**src/rtl/int_controller.sv**
```systemverilog
// Interrupt controller: edge-latched NMI plus four level-sensitive IRQs.
// Dispatches at instruction boundaries and supports NMI nesting over IRQ service.
module int_controller #(
  parameter logic [31:0] NMI_VECTOR = 32'h0000_0040,
  parameter logic [31:0] IRQ_BASE   = 32'h0000_0080
) (
  input  logic        clock,
  input  logic        reset,
  input  logic        NON_maskable_interrupt,
  input  logic [3:0]  irq_req,
  input  logic        CPU_busy,
  input  logic        instr_boundary,
  input  logic [31:0] pc_in,
  input  logic        eret,
  input  logic        mask_we,
  input  logic [4:0]  mask_wdata,
  output logic        take_int,
  output logic [31:0] vector,
  output logic        INA,
  output logic [31:0] ret_pc,
  output logic        int_active,
  output logic [2:0]  cause
);

  typedef enum logic [1:0] {
    S_IDLE,
    S_IRQ,
    S_NMI,
    S_NEST
  } state_t;

  state_t      r_state;
  logic        r_nmi_prev;
  logic        r_nmi_pend;
  logic        r_ie;
  logic        r_ie_save;
  logic [3:0]  r_mask;
  logic [31:0] r_epc;
  logic [31:0] r_nmi_epc;
  logic [1:0]  r_irq_idx;
  logic        r_take;
  logic [31:0] r_vec;

  logic        w_nmi_edge;
  logic        w_nmi_req;
  logic [3:0]  w_irq_pend;
  logic        w_irq_any;
  logic [1:0]  w_irq_idx;
  logic        w_ok;
  logic [31:0] w_irq_vec;

  assign w_nmi_edge = NON_maskable_interrupt & ~r_nmi_prev;
  assign w_nmi_req  = r_nmi_pend | w_nmi_edge;
  assign w_irq_pend = irq_req & r_mask & {4{r_ie}};
  assign w_irq_any  = |w_irq_pend;
  // eret owns its cycle; any dispatch waits for the next one
  assign w_ok       = instr_boundary & ~CPU_busy & ~eret;
  assign w_irq_vec  = IRQ_BASE + {26'd0, w_irq_idx, 4'd0};

  // Lowest set index wins among enabled maskable requests
  always_comb begin
    w_irq_idx = 2'd0;
    for (int i = 3; i >= 0; i--) begin
      if (w_irq_pend[i]) w_irq_idx = 2'(i);
    end
  end

  // Service FSM with saved PCs, enable save/restore and dispatch pulse
  always_ff @(posedge clock) begin
    if (reset) begin
      r_state    <= S_IDLE;
      r_nmi_prev <= 1'b0;
      r_nmi_pend <= 1'b0;
      r_ie       <= 1'b0;
      r_ie_save  <= 1'b0;
      r_mask     <= 4'b0000;
      r_epc      <= 32'd0;
      r_nmi_epc  <= 32'd0;
      r_irq_idx  <= 2'd0;
      r_take     <= 1'b0;
      r_vec      <= 32'd0;
    end else begin
      r_nmi_prev <= NON_maskable_interrupt;
      r_take     <= 1'b0;
      r_vec      <= 32'd0;
      if (w_nmi_edge) r_nmi_pend <= 1'b1;
      if (eret) begin
        case (r_state)
          S_IRQ: begin
            r_state <= S_IDLE;
            r_ie    <= r_ie_save;
          end
          S_NMI:   r_state <= S_IDLE;
          S_NEST:  r_state <= S_IRQ;
          default: ;
        endcase
      end else if (w_ok) begin
        case (r_state)
          S_IDLE: begin
            if (w_nmi_req) begin
              r_state    <= S_NMI;
              r_nmi_pend <= 1'b0;
              r_nmi_epc  <= pc_in;
              r_take     <= 1'b1;
              r_vec      <= NMI_VECTOR;
            end else if (w_irq_any) begin
              r_state   <= S_IRQ;
              r_epc     <= pc_in;
              r_irq_idx <= w_irq_idx;
              r_ie_save <= r_ie;
              r_ie      <= 1'b0;
              r_take    <= 1'b1;
              r_vec     <= w_irq_vec;
            end
          end
          S_IRQ: begin
            if (w_nmi_req) begin
              r_state    <= S_NEST;
              r_nmi_pend <= 1'b0;
              r_nmi_epc  <= pc_in;
              r_take     <= 1'b1;
              r_vec      <= NMI_VECTOR;
            end
          end
          default: ;
        endcase
      end
      if (mask_we) {r_ie, r_mask} <= mask_wdata;
    end
  end

  assign take_int   = r_take;
  assign INA        = r_take;
  assign vector     = r_vec;
  assign int_active = (r_state != S_IDLE);
  assign ret_pc     = (r_state == S_NMI || r_state == S_NEST)
                    ? r_nmi_epc : r_epc;

  // Cause reflects the innermost active service
  always_comb begin
    cause = 3'd0;
    case (r_state)
      S_IRQ:   cause = {1'b0, r_irq_idx} + 3'd1;
      S_NMI:   cause = 3'd7;
      S_NEST:  cause = 3'd7;
      default: cause = 3'd0;
    endcase
  end

endmodule

```
**config.mk**
```make
export PLATFORM = sky130hd
export DESIGN_NAME = int_controller
export DESIGN_NICKNAME = d
export VERILOG_FILES = /design/src/rtl/int_controller.sv
export SDC_FILE = /design/constraint.sdc
export NUM_CORES = 1
export LEC_CHECK = 0
export BUFFER_PORTS_ARGS = -buffer_cell sky130_fd_sc_hd__buf_2
export CORE_MARGIN = 5
export CORE_UTILIZATION = 40
export CTS_CLUSTER_SIZE = 8
export DETAILED_ROUTE_END_ITERATION = 12
export REMOVE_ABC_BUFFERS = 1
export SKIP_LAST_GASP = 1
export SYNTH_ARGS = -nofsm -noshare
export SYNTH_HDL_FRONTEND = slang
export SYNTH_SLANG_ARGS = --single-unit
```
**constraint.sdc**
```tcl
create_clock -name clock -period 2.5 [get_ports clock]
set_input_delay 0.5 -clock clock [delete_from_list [all_inputs] [get_ports clock]]
set_output_delay 0.5 -clock clock [all_outputs]
set_load 0.02 [all_outputs]
```
==> impl_metrics.json, run 1 <==
{
  "grt_usage_pct": 16.0,
  "synth_seq_cells": 81,
  "arrival_ns": 1.84,
  "first_pass_iters": 4,
  "grt_overflow": 0,
  "routed.top_layer": "met4",
  "yosysWarningCount": 0,
  "hpwl_um": 6240,
  "setup_viol": 0,
  "cts.sinks": 81,
  "peakVddDrop_mv": 0.251,
  "ant_nets": 0,
  "critical_path_class": "reg2out",
  "finClkSkew_ns": 0.0140,
  "hold_path.class": "in2reg",
  "worstMarginPinSlew_ns": 1.02,
  "drt_iter0_drc": 115,
  "cp_max_fo": 14,
  "pwr_density_cell_nw_per_um2": 562,
  "fmax_mhz": 427,
  "rsz0062_at_grt": "no",
  "cap_violations": 0,
  "rr_startpoint": "r_state[1]",
  "synth_ff_type": "dfxtp_1",
  "post_route_cells_drive_above_1_share_pct": 31.1,
  "period_share_pct": 93.6,
  "post_cts_resized": 0,
  "antenna_cells_inserted": 0,
  "critical_path.top_delay_family": "flip-flops",
  "reg2reg_depth": 7,
  "viasPerCell": 4.96,
  "ys_types": 36,
  "yosysSeqAreaShare_pct": 41.9,
  "place_area_sq_um": 4220,
  "clock_path_buffers": 2,
  "start_util_pct": 41.5,
  "dpl.cell_count": 608,
  "grt_pass1_wl_um": 15100,
  "postCtsHoldBufs": 0,
  "hold_start": "mask_wdata[1]",
  "vias": 3096,
  "worstReg2RegEnd": "r_nmi_epc[14]",
  "design.core.area_sq_um": 9330,
  "syn_to_final_growth_pct": 13.7,
  "die-area_sq_um": 11700,
  "slowest_delay_ns": 0.42,
  "async_flop_share_pct": 0,
  "die_w_um": 108,
  "synth_top_family_by_area": "multiplexers",
  "stdcell_count": 624,
  "clk_latency_ns": 0.35,
  "cp.required_ns": 2.00,
  "whs_ns": 0.387,
  "antenna_found_initial": 0,
  "path_cells": "ha_1, nor2_1, mux2_2, buf_2",
  "met1_length_um": 4340,
  "slew_headroom_pct": 32.1,
  "rows": 35,
  "root_buffer": "clkbuf_8",
  "synth-simple-area-share_pct": 12.4,
  "fp.dieH_um": 108,
  "crit_slowest_cell": "dfxtp_2",
  "end_kind": "output port",
  "synth_mux_area_share_pct": 19.4,
  "numCtsBuffers": 9,
  "postCtsSetupRepairBufs": 0,
  "status": "finished clean",
  "hold_end": "r_mask[1]",
  "htreeDepth": 3,
  "synth_edf_count": 0,
  "synth_xor_area_share_pct": 0,
  "r2r_slack_ns": 0.44,
  "slew_violations": 0,
  "cts_tree": "built",
  "power_leakage_nw": 2.10,
  "nNetsFinal": 543,
  "route.detailed.drc": 0,
  "min_period_ns": 2.34,
  "design_area_sq_um": 4400,
  "final-hold-violation-count": 0,
  "synth.avg_cell_area_sq_um": 9.36,
  "whs_path_depth": 3,
  "synth_fa_ha_area_share_pct": 1.62,
  "synth_compound_area_share_pct": 12.5,
  "crit_path_start_kind": "flip-flop",
  "met3WireLength_um": 634,
  "crit_buf_inv": 1,
  "grt_pass1_vias": 2991,
  "post_drt_wl_per_cell_um": 14.8,
  "gp_congestion": 0.881,
  "portBuffers": 89,
  "ios": 118,
  "grt_max_degree": 44,
  "synth.cell_area_sq_um": 3870,
  "routed-wl-met2_um": 4180,
  "syn_inst": 413,
  "drt-total-wl_um": 9230,
  "clk_pin_slew_ns": 0.09
}
## per-layer routing
metal	GRT usage [%]	vias up
li1	-	1529
met1	22.4	1460
met2	24.6	102
met3	3.82	5
met4	4.87	0
met5	0	-
## flip-flops by register name, indices dropped and copies added, names as in the netlist
name and flops:
r_state 2, r_epc 32, r_nmi_prev 1, r_mask 4, r_irq_idx 2, r_nmi_pend 1
r_ie 1, INA 1, r_nmi_epc 32, r_ie_save 1, vector 4
## cell usage after synthesis, types with 5 or more instances
cell | number | share of area (%)
nand3_1 | 33 | 4.3
dfxtp_1 | 81 | 42
nor2_1 | 44 | 4.3
buf_6 | 7 | 2.0
o21ai_0 | 36 | 4.7
mux2i_1 | 38 | 9.8
inv_1 | 6 | 0.58
clkbuf_1 | 15 | 1.5
buf_4 | 30 | 5.8
mux2_2 | 32 | 9.3
nand2_1 | 8 | 0.78
a21oi_1 | 40 | 5.2
ha_1 | 5 | 1.6
## layout by cell type (no fill, tap or decap), types with 5 or more instances in the layout
cell type  instances
nand2_1            8
nor2_1            44
buf_4             10
o21ai_0           36
nand3_1           33
mux2i_1           38
dfxtp_1           80
mux2_2            32
inv_1              6
clkbuf_8           9
ha_1               5
a21oi_1           40
conb_1            28
buf_2             89
## kinds of logic (layout without fill, tap and decap cells)
kind of cell | after synthesis | count (layout)
simple gates | 102 | 102
buf+inv | 66 | 121
other cells | 1 | 28
mux | 71 | 71
flops | 81 | 81
compound gates | 87 | 87
fa+ha+maj | 5 | 5
## worst reg2reg max path: cells and delay by family (launching register included)
kind | cells | cell delay (ns)
DFF | 1 | 0.52
buffers and inverters | 2 | 0.43
AOI/OAI and AO/OA | 2 | 0.41
adders and majority gates | 1 | 0.29
muxes | 1 | 0.24
and+or+nand+nor | 1 | 0.05
## power by group
group | internal (mW) | leakage (nW) | switching (mW)
sequential | 1.31 | 0.656 | 0.0172
clock | 0.369 | 0.0875 | 0.513
combinational | 0.0877 | 1.36 | 0.169
total | 1.77 | 2.10 | 0.699
## through the flow
step | TNS, ns | util (%) | total power, mW | setup WS [ns]
6_report | 0 | 47.1 | 2.47 | 0.159
3_3_place_gp | 0 | 45.2 | 1.61 | 0.455
5_1_grt | 0 | 47.1 | 2.59 | 0.0690
4_1_cts | 0 | 47.1 | 2.50 | 0.136
3_5_place_dp | 0 | 45.2 | 1.62 | 0.450
2_1_floorplan | -22.12 | - | 1.50 | -0.670
## worst max-delay path by stage
stage,cells after the start,startpoint,to
after floorplan,6,r_state[1],r_nmi_epc[0]
after detailed placement,7,r_state[1],r_nmi_epc[14]
final,4,r_state[1],ret_pc[31]
after global placement,7,r_state[1],r_irq_idx[1]
after global routing,5,r_state[0],ret_pc[31]
after CTS,4,r_state[1],ret_pc[31]
## layout make-up
type | instances | area [sq um]
Clock buffer | 9 | 124
Multi-Input combinational cell | 293 | 1890
Inverter | 6 | 22.5
Sequential cell | 81 | 1620
Clock inverter | 7 | 53.8
Tap cell | 129 | 161
Timing Repair Buffer | 99 | 520
Fill cell | 935 | 4930
Note: power is estimated with default switching activity, not from simulation.
==> inputs of run 2 (changes only) <==
--- a/config.mk
+++ b/config.mk
@@ -14,2 +14,3 @@
 export SKIP_LAST_GASP = 1
+export SLEW_MARGIN = 30
 export SYNTH_ARGS = -nofsm -noshare
==> constraint.sdc (replaced) <==
create_clock -name clock -period 2.5 [get_ports clock]
set_input_delay 0.125 -clock clock [delete_from_list [all_inputs] [get_ports clock]]
set_output_delay 0.125 -clock clock [all_outputs]
set_load 0.02 [all_outputs]
==> run 2 against run 1 <==
  * Critical path depth grew 1
  * Combinational power grew 2%
  * Clock power grew 26%
  * Utilization grew 0.90 points
  * Sequential share of layout area shrank 0.69 points
  * Die area is the same
  * Via count shrank 0.68%
  * First-iteration DRC count grew 46%
  * Global-route usage shrank 0.29 points
  * Sequential cell count is the same
  * Largest cell class unchanged
  * Register-to-register slack gained 0.05 ns
  * Worst hold slack lost 0.36 ns
==> impl_metrics.json, run 2 (synthesized netlist as in run 1, its figures left out) <==
{
  "period_share_pct": 84.7,
  "min_period_ns": 2.12,
  "cts.sinks": 81,
  "numCtsBuffers": 9,
  "pwr_density_cell_nw_per_um2": 602,
  "crit_slowest_cell": "mux2_2",
  "viasPerCell": 4.92,
  "antenna_found_initial": 0,
  "rows": 35,
  "cts_tree": "built",
  "cap_violations": 0,
  "dpl.cell_count": 608,
  "peakVddDrop_mv": 0.293,
  "drt-total-wl_um": 9120,
  "p_total_mw": 2.70,
  "vias": 3075,
  "slew_violations": 0,
  "gp_congestion": 0.762,
  "n_fill_cell": 939,
  "die-area_sq_um": 11700,
  "stdcell_count": 625,
  "post_route_cells_drive_above_1_share_pct": 31.0,
  "antenna_cells_inserted": 0,
  "cp.required_ns": 2.38,
  "setup_viol": 0,
  "rsz0062_at_grt": "no",
  "crit_path_start_kind": "flip-flop",
  "register_area_sq_um": 1620,
  "root_buffer": "clkbuf_8",
  "route.detailed.drc": 0,
  "crit_buf_inv": 2,
  "critical_path.top_delay_family": "buffers and inverters",
  "hold_path.class": "in2reg",
  "syn_to_final_growth_pct": 15.8,
  "drt_iter0_drc": 168,
  "first_pass_iters": 4,
  "cp_max_fo": 34,
  "post_cts_resized": 0,
  "portBuffers": 89,
  "start_util_pct": 41.5,
  "die_w_um": 108,
  "top_regs": "r_epc: 32 flops, r_nmi_epc: 32 flops",
  "critical_path_class": "reg2out",
  "whs_ns": 0.0251,
  "grt_pass1_wl_um": 14500,
  "layout_common_cells": "buf_2, dfxtp_1, nor2_1, a21oi_1, mux2i_1",
  "status": "finished clean",
  "end_kind": "output port",
  "setup-tns-final_ns": 0,
  "clk_latency_ns": 0.34,
  "multiInputGateArea_sq_um": 1890,
  "grt_pass1_vias": 2983,
  "finClkSkew_ns": 0.00569,
  "layout_commonest_cell": "buf_2",
  "path_cells": "buf_4, ha_1, nor2_1, mux2_2, buf_2",
  "clk_pin_slew_ns": 0.08,
  "arrival_ns": 1.99,
  "grt_usage_pct": 15.7,
  "grt_overflow": 0,
  "post_drt_wl_per_cell_um": 14.6,
  "fp.dieH_um": 108,
  "fmax_mhz": 472,
  "power_leakage_nw": 2.15,
  "htreeDepth": 3,
  "nNetsFinal": 544,
  "ios": 118,
  "grt_max_degree": 40,
  "final-hold-violation-count": 0,
  "r2r_slack_ns": 0.49,
  "slowest_delay_ns": 0.37,
  "ant_nets": 0,
  "clock_path_buffers": 2,
  "hpwl_um": 6260,
  "design.core.area_sq_um": 9330
}
run 2: changes by cell type in the layout (fill, tap and decap cells not counted), sizes merged:
cell,change
clkinvlp,-2
clkbuf,+3
dlygate4sd3,+1
clkinv,-1
bufinv,+2
inv,-2
run 2: metal layers:
layer / share of wire, % / GRT usage [%] / up-vias / wire length [um]
met5: 0 / 0 / - / 0
met4: 0.60 / 4.06 / 0 / 55
met3: 6.3 / 4.18 / 2 / 573
met2: 49 / 27.0 / 106 / 4440
met1: 44 / 19.6 / 1437 / 4050
li1: - / - / 1530 / -
run 2: area by class of cell:
cell class | instances | area share (%)
clock buffers | 12 | 3.69
clock inverters | 4 | 1.65
inverters | 6 | 0.503
multi-input cells | 293 | 42.2
flip-flops and latches | 81 | 36.2
well taps | 129 | 3.60
repair buffers | 100 | 12.1
run 2: worst min-delay path: stages:
cell	delay (ns)
buf_2	0.08
mux2i_1	0.06
nor2_1	0.07
run 2: timing repair:
item | in CTS | in global routing
setup buffers | 0 | 0
hold buffers | 1 | 0
hold endpoints to repair | 1 | 0
run 2: final timing paths:
check                 from    endpoint  cells past startpoint
max reg2reg     r_state[0]    r_epc[1]                      7
min          mask_wdata[3]   r_mask[3]                      3
min reg2reg      r_epc[19]   r_epc[19]                      2
max             r_state[1]  ret_pc[31]                      5
run 2: power by group:
part	switching, mW	internal, mW
combinational	0.171	0.0903
sequential	0.0137	1.31
clock	0.465	0.645
total	0.650	2.05
run 2: through the flow:
step	util, %	instance area [sq um]	worst slack [ns]
after floorplan	-	3530	-0.670
after global placement	45.4	4230	0.574
after detailed placement	45.4	4230	0.494
after CTS	48.0	4480	0.354
after global routing	48.0	4480	0.261
final	48.0	4480	0.382
==> inputs of run 3 (changes only) <==
Clock period 2.5 ns to 2.1 ns, I/O delays scaled along.
==> run 3 against run 2 <==
  * Clock power fell by 6%
  * Sequential power rose by 19%
  * Total power rose by 9.3%
  * Critical path depth did not move
  * Largest cell class unchanged
  * Utilization rose by 0.54 points
  * Sequential share of layout area fell by 0.40 points
  * Global-route usage fell by 0.68 points
  * Cell count rose by 1.3%
  * Clock skew rose by 0.0029 ns
  * Worst hold slack got worse by 0.011 ns
==> impl_metrics.json, run 3 (synthesized netlist as in run 1, its figures left out) <==
{
  "status": "finished clean",
  "post_route_cells_drive_above_1_share_pct": 31.2,
  "critical_path_class": "reg2out",
  "period_share_pct": 96.0,
  "arrival_ns": 1.91,
  "htreeDepth": 3,
  "ios": 118,
  "start_util_pct": 41.5,
  "gp_congestion": 0.762,
  "grt_pass1_wl_um": 14200,
  "whs_ns": 0.0138,
  "hpwl_um": 6170,
  "nNetsFinal": 552,
  "clk_latency_ns": 0.34,
  "fmax_mhz": 496,
  "peakVddDrop_mv": 0.298,
  "ant_nets": 0,
  "antenna_found_initial": 0,
  "setup_viol": 0,
  "syn_to_final_growth_pct": 17.1,
  "portBuffers": 89,
  "vias": 3151,
  "p_total_mw": 2.95,
  "cts.sinks": 81,
  "rsz0062_at_grt": "no",
  "fin_ws_ns": 0.0845,
  "grt_max_degree": 43,
  "design.core.area_sq_um": 9330,
  "cp.required_ns": 2.00,
  "postCtsSetupRepairBufs": 0,
  "hold_path.class": "in2reg",
  "route.detailed.drc": 0,
  "root_buffer": "clkbuf_8",
  "end_kind": "output port",
  "top_regs": "r_epc: 32 flops, r_nmi_epc: 32 flops",
  "clk_pin_slew_ns": 0.08,
  "clock_path_buffers": 2,
  "power_leakage_nw": 2.17,
  "grt_overflow": 0,
  "rows": 35,
  "post_drt_wl_per_cell_um": 14.3,
  "slew_violations": 0,
  "cap_violations": 0,
  "setup-tns-final_ns": 0,
  "numCtsBuffers": 9,
  "layout_common_cells": "buf_2, dfxtp_1, nor2_1, a21oi_1, mux2i_1",
  "die-area_sq_um": 11700,
  "crit_path_start_kind": "flip-flop",
  "pwr_density_cell_nw_per_um2": 651,
  "fp.dieH_um": 108,
  "cp_max_fo": 34,
  "grt_pass1_vias": 3057,
  "drt-total-wl_um": 9070,
  "grt_usage_pct": 15.1,
  "min_period_ns": 2.02,
  "dpl.cell_count": 609,
  "final-hold-violation-count": 0,
  "antenna_cells_inserted": 0,
  "stdcell_count": 633,
  "first_pass_iters": 4,
  "die_w_um": 108,
  "layout_commonest_cell": "buf_2",
  "viasPerCell": 4.98,
  "dpl_worst_slack_ns": 0.224,
  "finClkSkew_ns": 0.00859,
  "drt_iter0_drc": 133,
  "cts_tree": "built"
}
## run 3: cell type report
type                    count  area (sq um)
clock buffers              11           151
clock inverters             5          30.0
fillers                   926          4800
multi-input cells         293          1890
flip-flops and latches     81          1620
repair buffers            108           648
inverters                   6          22.5
well taps                 129           161
## run 3: critical path, stage by stage, from the launching register on
cell,delay (ns)
dfxtp_2,0.32
buf_4,0.27
ha_1,0.29
nor2_2,0.18
mux2_2,0.35
buf_2,0.16
## run 3: worst paths after layout
path         startpoint            end  slack, ns  depth (start not counted)
max          r_state[1]     ret_pc[31]       0.08                          5
min           pc_in[26]  r_nmi_epc[26]       0.01                          3
max reg2reg  r_state[0]      r_epc[11]       0.22                          7
min reg2reg   r_epc[26]      r_epc[26]       0.48                          2
## run 3: power by group
group | internal (mW) | switching, mW | total, mW
Combinational | 0.120 | 0.206 | 0.326
Sequential | 1.56 | 0.0157 | 1.58
Clock | 0.488 | 0.555 | 1.04
Total | 2.17 | 0.777 | 2.95
## run 3: metrics by stage
step | cell area, sq um | util [%]
after global placement | 4250 | 45.6
after detailed placement | 4250 | 45.6
final | 4530 | 48.6
after floorplan | 3530 | -
after global routing | 4530 | 48.6
after CTS | 4500 | 48.3
## run 3: repair_timing
item                                    in CTS  in global routing
gates resized for setup                      0                  1
endpoints found under the setup margin       0                  1
hold buffers                                 7                  0
endpoints found under the hold margin        7                  0
## run 3: layer usage
layer | global-route usage [%] | share of wire [%] | routed length [um] | vias up
li1 | - | - | - | 1548
met1 | 18.3 | 44 | 3970 | 1495
met2 | 26.5 | 49 | 4430 | 99
met3 | 2.69 | 6.1 | 551 | 9
met4 | 5.68 | 1.3 | 120 | 0
met5 | 0 | 0 | 0 | -
